File: config.mk
export PLATFORM = sky130hd
export DESIGN_NAME = regfile_multiport
export DESIGN_NICKNAME = d
export VERILOG_FILES = /design/src/rtl/regfile_pkg.sv /design/src/rtl/regfile_read_port.sv /design/src/rtl/regfile_multiport.sv
export SDC_FILE = /design/constraint.sdc
export NUM_CORES = 1
export LEC_CHECK = 0
export CORE_MARGIN = 2
export CORE_UTILIZATION = 50
export CTS_CLUSTER_DIAMETER = 80
export DETAILED_ROUTE_END_ITERATION = 8
export PLACE_DENSITY = 0.67
export SYNTH_ARGS = -nofsm -noshare
export SYNTH_HDL_FRONTEND = slang
export SYNTH_SLANG_ARGS = --single-unit
File: constraint.sdc
create_clock -name clk -period 9.5 [get_ports clk]
set_clock_uncertainty 0.1 [all_clocks]
set_input_delay 1.9 -clock clk [delete_from_list [all_inputs] [get_ports clk]]
set_output_delay 1.9 -clock clk [all_outputs]
set_load 0.02 [all_outputs]
File: src/rtl/regfile_pkg.sv
// Shared defaults, clear-sequencer state encoding and address-width helper
// for the multiport integer register file.
package regfile_pkg;

  localparam int unsigned XLEN_DEF  = 32;
  localparam int unsigned NREGS_DEF = 32;

  typedef enum logic {
    CLEAR = 1'b0,
    RUN   = 1'b1
  } state_t;

  function automatic int unsigned aw(input int unsigned n);
    return (n <= 2) ? 1 : $clog2(n);
  endfunction

endpackage

File: src/rtl/regfile_read_port.sv
// One read port: x0 check, write-first bypass, busy masking and the
// optional output register.
module regfile_read_port
  import regfile_pkg::*;
#(
  parameter int unsigned XLEN         = XLEN_DEF,
  parameter int unsigned AW           = 5,
  parameter int unsigned READ_LATENCY = 0
) (
  input  logic            clk,
  input  logic            rst,
  input  logic            ready,
  input  logic [AW-1:0]   addr,
  input  logic            wr_en,
  input  logic [AW-1:0]   wr_addr,
  input  logic [XLEN-1:0] wr_data,
  input  logic [XLEN-1:0] reg_data,
  input  logic            busy_bit,
  output logic [XLEN-1:0] rd_data,
  output logic            rd_busy
);

  logic            hit;
  logic [XLEN-1:0] data_c;
  logic            busy_c;
  logic [XLEN-1:0] data_q;
  logic            busy_q;

  assign hit = ready && wr_en && (wr_addr == addr);

  always_comb begin
    data_c = '0;
    busy_c = 1'b0;
    if (ready && (addr != '0)) begin
      data_c = hit ? wr_data : reg_data;
      busy_c = busy_bit && !hit;
    end
  end

  // Unused (and trimmed by synthesis) when READ_LATENCY is 0.
  always_ff @(posedge clk) begin
    if (rst) begin
      data_q <= '0;
      busy_q <= 1'b0;
    end else begin
      data_q <= data_c;
      busy_q <= busy_c;
    end
  end

  assign rd_data = (READ_LATENCY == 1) ? data_q : data_c;
  assign rd_busy = (READ_LATENCY == 1) ? busy_q : busy_c;

endmodule

File: src/rtl/regfile_multiport.sv
// Integer register file: RAM-style storage zeroed by a clear sequencer,
// one write port, NUM_RD bypassing read ports and a writeback scoreboard.
//   state | meaning
//   CLEAR | zeroing reg[clr_idx] each edge; writes/issues ignored, ready=0
//   RUN   | normal operation, ready=1
module regfile_multiport
  import regfile_pkg::*;
#(
  parameter int unsigned XLEN         = XLEN_DEF,
  parameter int unsigned NREGS        = NREGS_DEF,
  parameter int unsigned NUM_RD       = 2,
  parameter int unsigned READ_LATENCY = 0,
  localparam int unsigned AW          = aw(NREGS)
) (
  input  logic                   clk,
  input  logic                   rst,
  output logic                   ready,
  input  logic [NUM_RD*AW-1:0]   rd_addr,
  output logic [NUM_RD*XLEN-1:0] rd_data,
  output logic [NUM_RD-1:0]      rd_busy,
  input  logic                   wr_en,
  input  logic [AW-1:0]          wr_addr,
  input  logic [XLEN-1:0]        wr_data,
  input  logic                   iss_en,
  input  logic [AW-1:0]          iss_rd
);

  state_t            state;
  logic [AW-1:0]     clr_idx;
  logic [XLEN-1:0]   mem [NREGS];
  logic [NREGS-1:0]  busy;
  logic [NREGS-1:0]  busy_nxt;
  logic              mem_we;
  logic [AW-1:0]     mem_wa;
  logic [XLEN-1:0]   mem_wd;

  always_ff @(posedge clk) begin
    if (rst) begin
      state   <= CLEAR;
      clr_idx <= AW'(1);
      ready   <= 1'b0;
    end else begin
      case (state)
        CLEAR: begin
          clr_idx <= clr_idx + AW'(1);
          if (clr_idx == AW'(NREGS - 1)) begin
            state <= RUN;
            ready <= 1'b1;
          end
        end
        RUN: ;
        default: state <= CLEAR;
      endcase
    end
  end

  // Single write port shared by the clear sequencer and writeback.
  always_comb begin
    mem_we = 1'b0;
    mem_wa = clr_idx;
    mem_wd = '0;
    if (!rst) begin
      if (state == CLEAR) begin
        mem_we = 1'b1;
      end else if (wr_en && (wr_addr != '0)) begin
        mem_we = 1'b1;
        mem_wa = wr_addr;
        mem_wd = wr_data;
      end
    end
  end

  always_ff @(posedge clk) begin
    if (mem_we) mem[mem_wa] <= mem_wd;
  end

  // Set after clear so a re-issue on the writeback edge stays busy.
  always_comb begin
    busy_nxt = busy;
    if (wr_en) busy_nxt[wr_addr] = 1'b0;
    if (iss_en && (iss_rd != '0)) busy_nxt[iss_rd] = 1'b1;
    busy_nxt[0] = 1'b0;
  end

  always_ff @(posedge clk) begin
    if (rst) begin
      busy <= '0;
    end else if (state == RUN) begin
      busy <= busy_nxt;
    end
  end

  for (genvar p = 0; p < NUM_RD; p++) begin : g_rd
    logic [AW-1:0] addr_p;
    assign addr_p = rd_addr[p*AW +: AW];

    regfile_read_port #(
      .XLEN         (XLEN),
      .AW           (AW),
      .READ_LATENCY (READ_LATENCY)
    ) u_port (
      .clk      (clk),
      .rst      (rst),
      .ready    (ready),
      .addr     (addr_p),
      .wr_en    (wr_en),
      .wr_addr  (wr_addr),
      .wr_data  (wr_data),
      .reg_data (mem[addr_p]),
      .busy_bit (busy[addr_p]),
      .rd_data  (rd_data[p*XLEN +: XLEN]),
      .rd_busy  (rd_busy[p])
    );
  end

endmodule

==> flow_summary.toml <==
[status]
run_status = "completed"

[synth]
syn_area_um2 = 50570
synthCells = 2870
ys_seq_elements = 1062
synth_nets = 2928
synth-main-ff-cell = "edfxtp_1"
synth_area_leaders = "edfxtp_1 61%, mux4_2 18%, mux2i_1 5.7%, dfxtp_1 1.5%, a221oi_1 1.1%"
yosysTopAreaCell = "edfxtp_1"
synth_cell_types = 65
synth_edf_count = 1024
avgSynthCellArea_um2 = 17.62
yosysMostFrequentCell = "edfxtp_1"
ys_seq_area_share_pct = 62.31
synth_top_area_share_pct = 60.81
yosysWarnings = 0
async_flop_share_pct = 0
synthTopCellsByCount = "1024 x edfxtp_1, 402 x mux4_2, 290 x mux2i_1"

[timing]
finalMaxSlewViolations = 0
hold_violations = 0
setup_viol = 0
fin_crit_sh_pct = 81.40
relSlewSlack_pct = 15.84
fin_crit_ns = 7.733
fmax_ghz = 0.1293
rsz0062_at_grt = "false"
max_slew.worst_pin.slew_ns = 1.259
setup_tns_ns = 0

[cells_and_area]
antennaDiodeCount = 0
fin_cells = 4326
multi_input_area_um2 = 18150
regArea_um2 = 31510
fillers = 7416
area_delta_synth_final_pct = 12.21
fin_nets = 2996
drive_gt1_share_pct = 23.22

[clocking]
cts_made_buffers = 108
cts_tree = "yes"
cts_hold_buf = 0
cts_setup_buffers = 0
ctsResizeCount = 0
clk_pin_slew_ns = 0.06
htreeDepth = 3
clock_latency_ns = 0.68
root_buffer = "clkbuf_16"
cts_sinks = 1062
clk_path_buf_depth = 3

[global_route]
track_usage_pct = 31.35
grt_overflow_total = 0
gr-usage-met1_pct = 41.85
grt_pass1_wl_mm = 229.6
grt_busiest_layer = "met2"
grt_max_degree = 101
grt_antenna_before_repair = 0
grt_util_met3_pct = 5.747
grt_pass1_vias = 31540
use_met2_pct = 50.43

[floorplan]
design.core.area_um2 = 100100
start_util_pct = 50.49
die_area_um2 = 103700
die_h_um = 322.0
core.rowCount = 116
die_w_um = 322.0
ios = 123

[detailed_routing]
vias = 31670
drt_iter0_markers = 4673
wl_mm = 162.3
detail-route-antenna-nets = 0
post_drt_wl_per_cell_um = 37.52
vias_per_cell = 7.321
dr.pass1.iters = 6
drc = 0

[setup_path]
crit_path_cell_trace = "buf_4, buf_12, or3b_2, buf_4, o22ai_1, a2111oi_0, a21oi_1, a22o_1, clkdlybuf4s50_1"
crit_arrival_ns = 5.73
slowest_stage = "a2111oi_0"
worstPathRequired_ns = 7.50
endpoint_kind = "primary output"
crit_family = "buffers and inverters"
critPathLaunchType = "primary input"
cp_common_cell = "buf_4"
crit_buf_inv = 4
worstPathMaxFanout = 78
max_stage_delay_ns = 0.80
crit_type = "in -> out"

[pwr]
leakage_nw = 17.35
ir_drop_v = 0.0001421
total_power_mw = 10.03
p_per_area_nw_per_um2 = 176.7

[placement]
dp_hpwl_mm = 90.29
portBuffers = 122
dp.cells = 4126
gp_congestion = 0.8468

[min_path]
hp-class = "reg -> reg"

[job]
drv_cap = 0
-- state kept, by name, indices dropped and copies added, names as in the netlist --
signal,count
mem,1024
busy,31
clr_idx,5
ready,1
state,1
-- layout make-up --
type / count / area share (%)
flip-flops and latches: 1062 / 55.53
multi-input cells: 1552 / 31.99
clock buffers: 137 / 5.067
repair buffers: 206 / 3.502
well taps: 1298 / 2.862
clock inverters: 63 / 0.9989
inverters: 8 / 0.05292
-- cells by family (layout without fill, tap and decap cells) --
logic type / count (synthesis) / count (layout) / share of synthesized area [%]
buffers and inverters: 256 / 414 / 2.450
flip-flops: 1062 / 1062 / 62.31
AND/OR/NAND/NOR: 287 / 287 / 2.900
multiplexers: 700 / 700 / 23.82
adder cells (fa/ha/maj): 2 / 2 / 0.04948
AO/OA/AOI/OAI: 551 / 551 / 8.257
XOR/XNOR: 12 / 12 / 0.2078
-- layer usage --
| layer | wire length [um] | vias to the layer above | part of all wire, % |
|---|---|---|---|
| met5 | 0 | - | 0 |
| met2 | 77300 | 2255 | 48 |
| met4 | 8218 | 0 | 5.1 |
| met1 | 58630 | 16580 | 36 |
| li1 | - | 12390 | - |
| met3 | 18150 | 444 | 11 |
-- power breakdown --
part | switching (mW) | internal (mW) | total (mW)
Clock | 1.79 | 2.38 | 4.17
Sequential | 0.0217 | 5.11 | 5.13
Combinational | 0.445 | 0.287 | 0.732
Total | 2.26 | 7.77 | 10.0
-- metrics by stage --
| step | worst slack, ns | area (um2) | util (%) | hold slack, ns |
|---|---|---|---|---|
| 2_1_floorplan | 3.749 | 50570 | - | 0.3593 |
| 3_3_place_gp | 1.904 | 53300 | 53.22 | 0.3786 |
| 3_5_place_dp | 1.851 | 53300 | 53.22 | 0.3882 |
| 4_1_cts | 1.841 | 56740 | 56.66 | 0.3967 |
| 5_1_grt | 1.711 | 56740 | 56.66 | 0.4202 |
| 6_report | 1.767 | 56740 | 56.66 | 0.3959 |
-- path summary, 6_finish.rpt --
path	start	end	slack, ns	cells after the start
min	busy[22]	busy[22]	0.40	2
max reg2reg	state	mem[28][14]	4.65	6
max	rd_addr[7]	rd_data[63]	1.77	9
min reg2reg	busy[22]	busy[22]	0.40	2
-- layout by cell type (no fill, tap or decap), types with 6 or more instances in the layout --
master / n
a2111o_1: 18
a211o_1: 37
a211oi_1: 70
a21oi_1: 87
a221oi_1: 61
a22o_1: 33
a22oi_1: 68
a32o_1: 28
and2_1: 36
buf_12: 10
buf_4: 77
bufinv_16: 9
clkbuf_1: 26
clkbuf_16: 111
clkdlybuf4s50_1: 114
clkinv_1: 27
clkinv_2: 17
dfxtp_1: 38
edfxtp_1: 1024
inv_1: 7
mux2_2: 7
mux2i_1: 290
mux4_2: 402
nand2_1: 79
nand2b_1: 7
nand3_1: 10
nand4_1: 14
nor2_1: 22
nor2_4: 36
nor2b_1: 35
nor4_1: 6
o21ai_0: 32
o21bai_1: 30
o221ai_1: 21
o22a_1: 11
o22ai_1: 32
xnor2_1: 7
-- worst reg2reg max path, stage by stage, from the launching register on --
cell and delay (ns):
dfxtp_1 0.71, nand2_1 0.19, a211oi_4 0.72, buf_4 0.69, a41oi_1 0.57, nor2_4 0.99, buf_4 0.53
No activity file was read; power rests on OpenSTA's default activity.
